## config.mk

```make
export PLATFORM = sky130hd
export DESIGN_NAME = wave_capture_mc
export DESIGN_NICKNAME = d
export VERILOG_FILES = /design/src/rtl/wave_capture_mc_pkg.sv /design/src/rtl/wave_capture_mc_decimator.sv /design/src/rtl/wave_capture_mc.sv
export SDC_FILE = /design/constraint.sdc
export NUM_CORES = 1
export LEC_CHECK = 0
export CAP_MARGIN = 10
export CORE_ASPECT_RATIO = 1.4
export CORE_UTILIZATION = 50
export DETAILED_ROUTE_END_ITERATION = 8
export GPL_ROUTABILITY_DRIVEN = 0
export GPL_TIMING_DRIVEN = 1
export HOLD_SLACK_MARGIN = 0.15
export PLACE_DENSITY = 0.94
export SETUP_SLACK_MARGIN = 0.02
export SLEW_MARGIN = 20
export SYNTH_ARGS = -nofsm -noshare
export SYNTH_HDL_FRONTEND = slang
export SYNTH_SLANG_ARGS = --single-unit
```

## constraint.sdc

```tcl
create_clock -name clk -period 6.15 [get_ports clk]
set_input_delay 1.23 -clock clk [delete_from_list [all_inputs] [get_ports clk]]
set_output_delay 1.23 -clock clk [all_outputs]
set_load 0.005 [all_outputs]
```

## src/rtl/wave_capture_mc_pkg.sv

```systemverilog
// Shared definitions for the multi-channel wave capture stage: FSM encodings,
// display conversion helper and default geometry shared with the display/RAM pair.
package wave_capture_mc_pkg;

  typedef enum logic [1:0] {
    ST_ARMED  = 2'd0,
    ST_ACTIVE = 2'd1,
    ST_WAIT   = 2'd2
  } cap_state_t;

  localparam int DEF_DEPTH  = 9;
  localparam int DEF_DISP_W = 8;

  // Signed top bits become offset-binary by flipping the sign bit of the field.
  function automatic logic [31:0] to_display(input logic [31:0] top, input int unsigned width);
    return top ^ (32'd1 << (width - 1));
  endfunction

endpackage

```

## src/rtl/wave_capture_mc_decimator.sv

```systemverilog
// Sample decimator: passes one of every decim+1 new_sample strobes as an accept strobe.
module wave_capture_mc_decimator #(
  parameter int DECIM_W = 4
) (
  input  logic               clk,
  input  logic               reset,
  input  logic               new_sample,
  input  logic [DECIM_W-1:0] decim,
  output logic               accept
);

  logic [DECIM_W-1:0] decim_cnt;

  // >= rather than == so a ratio lowered below the running count cannot stall.
  assign accept = new_sample && (decim_cnt >= decim);

  always_ff @(posedge clk or posedge reset) begin
    if (reset) begin
      decim_cnt <= '0;
    end else if (new_sample) begin
      decim_cnt <= accept ? '0 : decim_cnt + DECIM_W'(1);
    end
  end

endmodule

```

## src/rtl/wave_capture_mc.sv

```systemverilog
// Multi-channel triggered wave capture: decimates, triggers on a selected channel's
// rising zero crossing and fills the non-displayed half of a ping-pong sample RAM.
module wave_capture_mc
  import wave_capture_mc_pkg::*;
#(
  parameter int NCH      = 2,
  parameter int SAMPLE_W = 18,
  parameter int DISP_W   = DEF_DISP_W,
  parameter int DEPTH    = DEF_DEPTH,
  parameter int DECIM_W  = 4,
  parameter int CH_W     = $clog2(NCH)
) (
  input  logic                      clk,
  input  logic                      reset,
  input  logic                      new_sample,
  input  logic [NCH*SAMPLE_W-1:0]   sample,
  input  logic [CH_W-1:0]           trig_ch,
  input  logic                      auto_mode,
  input  logic [DECIM_W-1:0]        decim,
  input  logic                      display_idle,
  output logic                      write_enable,
  output logic [DEPTH:0]            write_address,
  output logic [NCH*DISP_W-1:0]     write_sample,
  output logic                      read_index,
  output logic                      capturing,
  output logic                      triggered
);

  localparam int LSB_W = SAMPLE_W - DISP_W;

  logic                      vld_p0;
  logic [NCH*DISP_W-1:0]     disp_p0;
  logic [NCH-1:0]            msb_p0;
  logic [NCH*LSB_W-1:0]      lsb_p0;
  logic                      trig_neg_p0;
  logic                      xing_p0;
  logic                      force_p0;

  cap_state_t                state;
  logic                      prev_neg;
  logic [DEPTH-1:0]          timeout;
  logic [DEPTH-1:0]          idx;
  logic                      unused_lsbs;

  wave_capture_mc_decimator #(
    .DECIM_W (DECIM_W)
  ) u_decim (
    .clk        (clk),
    .reset      (reset),
    .new_sample (new_sample),
    .decim      (decim),
    .accept     (vld_p0)
  );

  // ---- stage p0: per-channel conversion and trigger detection (combinational)
  for (genvar c = 0; c < NCH; c++) begin : g_ch
    logic signed [SAMPLE_W-1:0] ch_sample;
    assign ch_sample = sample[c*SAMPLE_W +: SAMPLE_W];
    assign msb_p0[c] = ch_sample[SAMPLE_W-1];
    assign disp_p0[c*DISP_W +: DISP_W] =
      DISP_W'(to_display(32'(ch_sample[SAMPLE_W-1 -: DISP_W]), DISP_W));
    assign lsb_p0[c*LSB_W +: LSB_W] = ch_sample[LSB_W-1:0];
  end

  // Sample bits below the display field are discarded by design.
  assign unused_lsbs = ^lsb_p0;

  assign trig_neg_p0 = msb_p0[trig_ch];
  assign xing_p0     = prev_neg && !trig_neg_p0;
  assign force_p0    = auto_mode && (timeout == '1);

  // ---- stage p1: FSM, address counter and registered RAM write port
  always_ff @(posedge clk or posedge reset) begin
    if (reset) begin
      state         <= ST_ARMED;
      read_index    <= 1'b0;
      write_enable  <= 1'b0;
      write_address <= '0;
      write_sample  <= '0;
      capturing     <= 1'b0;
      triggered     <= 1'b0;
      timeout       <= '0;
      prev_neg      <= 1'b0;
      idx           <= '0;
    end else begin
      write_enable <= 1'b0;
      triggered    <= 1'b0;
      if (vld_p0) begin
        prev_neg <= trig_neg_p0;
      end
      case (state)
        ST_ARMED: begin
          if (vld_p0) begin
            if (xing_p0 || force_p0) begin
              write_enable  <= 1'b1;
              write_address <= {~read_index, {DEPTH{1'b0}}};
              write_sample  <= disp_p0;
              triggered     <= 1'b1;
              capturing     <= 1'b1;
              timeout       <= '0;
              idx           <= DEPTH'(1);
              state         <= ST_ACTIVE;
            end else begin
              timeout <= timeout + DEPTH'(1);
            end
          end
        end
        ST_ACTIVE: begin
          if (vld_p0) begin
            write_enable  <= 1'b1;
            write_address <= {~read_index, idx};
            write_sample  <= disp_p0;
            idx           <= idx + DEPTH'(1);
            if (idx == '1) begin
              capturing <= 1'b0;
              state     <= ST_WAIT;
            end
          end
        end
        ST_WAIT: begin
          // A sample arriving with the flip only refreshes prev_neg above.
          if (display_idle) begin
            read_index <= ~read_index;
            state      <= ST_ARMED;
          end
        end
        default: begin
          capturing <= 1'b0;
          state     <= ST_ARMED;
        end
      endcase
    end
  end

endmodule
```

After elaboration in Yosys (flattened, before gate mapping) --
Cells that the tools add are included.
Storage, ports and cells: word-level logic and storage cells 73, bits in registers 55, output and inout bits 30, input port bits 46
Operators by class: reductions and logical operators 12, eq/ne operators 9, order comparisons 2, bitwise operators 4, add/subtract/negate cells 3, multiplexer cells 32
Operators by type and width (number):
- $mux W16 | 3
- $mux W9 | 4
- $pmux W16 S2 | 1
- $mux W10 | 3
- $pmux W10 S2 | 1
- $add A9 B1 Y9 const B | 2
- $eq A9 B9 Y1 const B | 2
- $pmux W9 S2 | 1
- $mux W1 | 10
- $mux W2 | 5
- $reduce_and A5 Y1 | 2
- $ne A2 B2 Y1 const B | 3
- $pmux W2 S3 | 1
- $add A4 B1 Y4 const B | 1
- $ge A4 B4 Y1 | 1
- $mux W4 | 1
- $ne A2 B1 Y1 const B | 2
- $not A1 Y1 | 4
- $reduce_and A2 Y1 | 2
- $reduce_and A4 Y1 | 1
- $logic_and A1 B1 Y1 | 3
- $pmux W1 S3 | 1
- $eq A2 B1 Y1 const B | 1
- $eq A2 B2 Y1 const B | 1
- other kinds (6) | 6

Logic depth before layout (Yosys ltp) --
depth in word-level cells 8, mapped depth 11, depth with buffers taken out 9

Hierarchy --
From an unflattened synthesis, not the netlist that was laid out.
Unflattened totals: cell total of the unflattened synthesis 218, area total of the unflattened synthesis 2582.5 um^2
Modules (own cells, without submodules):
- wave_capture_mc | area each 2265.9 um^2, cells each 184, instances 1, seq. area each 1276.2 um^2
- wave_capture_mc_decimator | area each 316.6 um^2, cells each 34, instances 1, seq. area each 100.1 um^2

Least setup slack after synthesis --
Ideal clock, no wire load.
kind input port to flip-flop, from in decim[0], to reg write_sample[10], setup time 0.125 ns, data required time 6.025 ns, cell stages on the path 10, path slack 2.993 ns, arrival 3.031 ns, buffers on the path 3, cells stage by stage ha_1 > nand2b_4 > a2111oi_4 > or3_1 > buf_6 > or2_4 > buf_8 > inv_8 > buf_12 > mux2_4
On the way: cells in the longest elaborated chain, start to end 4, elaborated cells on any way between the ends 5, those cells by class order compare (1); eq/ne (2); reduce/logical (2)
Ends and longest elaborated chain:
- from (decl) | line wave_capture_mc.sv:19 | input logic [DECIM_W-1:0] decim,
- $ge A4 B4 Y1 (*) | line wave_capture_mc_decimator.sv:15 | assign accept = new_sample && (decim_cnt >= decim);
- $logic_and A1 B1 Y1 (*) | line wave_capture_mc_decimator.sv:15
- $ne A2 B1 Y1 (no source line)
- $reduce_and A4 Y1 (no source line) (*)
- to (signal assigned) | line wave_capture_mc.sv:97 | write_sample <= disp_p0;
- to (signal assigned) | line wave_capture_mc.sv:112 | write_sample <= disp_p0;
- to (decl) | line wave_capture_mc.sv:23 | output logic [NCH*DISP_W-1:0] write_sample,
Every way passes the cells marked *; elsewhere a longest branch is shown, timed or not. A chain may end at the register's enable or synchronous reset.

Final worst setup path --
from in decim[0], to reg write_sample[11]
The elaborated chain is that of the path after synthesis.

==> flow_metrics.py <==
metrics = {
    "run_status": {
        "run_status": "finished, final reports clean",
    },
    "logic_synthesis": {
        "post_synth_instance_area_mm2": 0.00258,
        "post-synth-top-area-fraction_pct": 53.3,
        "syn_area_per_cell_um2": 11.8,
        "ys_dominant_reg_cell": "dfrtp_1",
        "synth-warning-count": 0,
        "synth-edff-count": 0,
        "number_of_synthesized_register_bits": 55,
        "synth_cell_type_count": 41,
        "syn_nets": 274,
        "synth_top_area_cell": "dfrtp_1",
        "netlist_top_cells_count": "55 x dfrtp_1, 23 x o21ai_0, 12 x a22o_1, 12 x nand2_1, 11 x nor2_1",
        "synth_cells": 219,
        "ys_top_cells_by_area": "dfrtp_1 53%, mux2_4 5.2%, o21ai_0 4.5%, ha_1 4.4%, a22o_1 4.1%",
        "ys_seq_area_share_pct": 53.3,
        "yosys.cell_count.top_type": "dfrtp_1",
        "asyncSetResetFlopFracSynth_pct": 100,
    },
    "critical_path": {
        "cp-start-kind": "input port",
        "type_of_the_setup_path_with_the_least_slack": "input port to flop",
        "cp_max_fo": 19,
        "worst-endpoint-required_ps": 6350,
        "endpoint_kind": "flop",
        "crit_arrival_ps": 3810,
    },
    "clock_network": {
        "cts_made_buffers": 5,
        "clock_path_buffers": 2,
        "clock_tree.root_cell": "clkbuf_8",
        "cts_post_setup_buffers_inserted": 0,
        "clock-sinks": 55,
        "clock_latency_ps": 320,
        "cts-htree-levels": 2,
        "hold_buffers": 0,
        "cts.clk_slew.worst_paths_ps": 90,
        "tritoncts": "built",
        "post_cts_resize_count": 0,
    },
    "floorplan": {
        "die_height_um": 87.1,
        "initial_core_util_pct": 52.5,
        "core_area_mm2": 0.00492,
        "dieArea_mm2": 0.00546,
        "pin_count": 76,
        "die_w_um": 62.8,
        "cell_row_count": 30,
    },
    "timing": {
        "setup_viol": 0,
        "fin_crit_ps": 3610,
        "period_share_pct": 58.7,
        "timing.setup.tns_ps": 0,
        "slew-limit-headroom_pct": 48.5,
        "max_slew.worst_pin.slew_ps": 770,
        "whs_ps": 495,
        "clock.fmax_ghz": 0.277,
        "final_hold_viol_count": 0,
        "drv_slew": 0,
        "clock_skew_ps": 10.4,
        "grt_setup_unrepaired": "false",
    },
    "routing": {
        "vias_per_cell": 5.81,
        "routedWlPerCell_um": 15.5,
        "firstDrtPassIters": 4,
        "vias": 1970,
        "drcViolationCount": 0,
        "totalWireLength_um": 5250,
        "ant_nets": 0,
        "dr.first_iter.drc_count": 142,
    },
    "place": {
        "dp_hpwl_um": 3690,
        "placement.io_buffers": 55,
    },
    "grt": {
        "antenna_found_initial": 0,
        "gr-usage-all-layers_pct": 20.5,
        "pin_count_of_the_biggest_net_entering_global_routing": 56,
        "global_route.overflow_total": 0,
        "first_global_vias": 1893,
        "first_pass_grt_wire_length_um": 8690,
    },
    "final_layout": {
        "area_delta_synth_final_pct": 25.4,
        "filler_cell_count": 349,
        "final_core_util_pct": 65.9,
        "layout.nets": 329,
        "final-seq-area_mm2": 0.00138,
        "drive_above_1_share_pct": 10.5,
        "antennaDiodeCount": 0,
        "area_of_the_multi_input_gates_mm2": 0.00109,
    },
    "power_and_ir_drop": {
        "p_leak_nw": 1.44,
        "worst_ir_drop_vdd_mv": 0.152,
        "power_density_mw_per_mm2": 374,
    },
    "flow_run": {
        "number_of_maximum_capacitance_violations": 0,
    },
    "hold_path": {
        "hold_class": "flop to flop",
    },
}
placed cells by master, fill, tap and decap left out, types with 2 or more instances in the layout:
cell,n
nand2b_1,4
or3_1,6
o31ai_1,6
a22o_1,12
inv_1,7
dfrtp_1,55
clkdlybuf4s50_1,55
and3_1,7
mux2_4,9
ha_1,9
or4_1,6
o21ai_0,23
a21oi_1,8
mux2i_1,3
nand3_1,7
nor3b_1,2
nor2_1,11
clkbuf_8,5
nand2_1,12
mux2_2,5
power by group:
group	leakage, nW	internal, mW	switching [mW]
Clock	0.0485	0.0818	0.120
Sequential	0.705	0.466	0.0825
Combinational	0.686	0.273	0.188
Total	1.44	0.820	0.391
worst paths after layout:
path,start,to,slack [ps],cells after the start
min,read_index,read_index,490,1
max in group asynchronous,reset,write_address[4],4300,3
max reg2reg,timeout[0],write_sample[11],3150,9
max,decim[0],write_sample[11],2540,8
min in group asynchronous,reset,write_sample[11],1400,3
min reg2reg,read_index,read_index,490,1
layout make-up:
type | count | area share (%)
clock inverter | 3 | 0.695
inverter | 9 | 1.27
sequential | 55 | 42.5
clock buffer | 5 | 2.12
multi-input combinational | 147 | 33.7
tap | 64 | 2.47
timing repair buffer | 56 | 17.2
per-stage QoR:
step | setup slack, ps | instance area [µm²] | power [mW] | instances
floorplan | 2990 | 2580 | 0.820 | 219
detailed placement | 2210 | 3150 | 1.02 | 331
finish | 2540 | 3240 | 1.21 | 339
global route | 2360 | 3240 | 1.29 | 339
global placement | 2230 | 3150 | 0.989 | 331
CTS | 2520 | 3240 | 1.22 | 339
cell families after synthesis:
logic type      count (synthesis)  synth area share [%]
compound gates                 58                  15.6
fa+ha+maj                       9                  4.36
buf+inv                        17                  4.45
flops                          55                  53.3
mux                            17                  8.57
simple gates                   62                  13.4
xor+xnor                        1                 0.339
per-layer routing:
metal / GRT usage (%) / routed length (µm) / vias up
met2: 37.6 / 2870 / 76
met4: 7.82 / 72 / 0
li1: - / - / 910
met1: 23.8 / 2100 / 974
met5: 0 / 0 / -
met3: 3.53 / 214 / 10
worst max-delay path: stages:
cell and delay (ps):
clkdlybuf4s50_1 400, ha_1 290, nand2b_4 150, a2111oi_4 450, or3_1 510, or2_4 360
inv_8 100, mux2_4 310
state kept, by name, indices dropped and copies added, names as in the netlist:
name / cells
write_sample: 16
write_address: 10
idx: 9
timeout: 9
u_decim.decim_cnt: 4
state: 2
capturing: 1
prev_neg: 1
read_index: 1
triggered: 1
write_enable: 1
(Power assumes the default switching activity.)
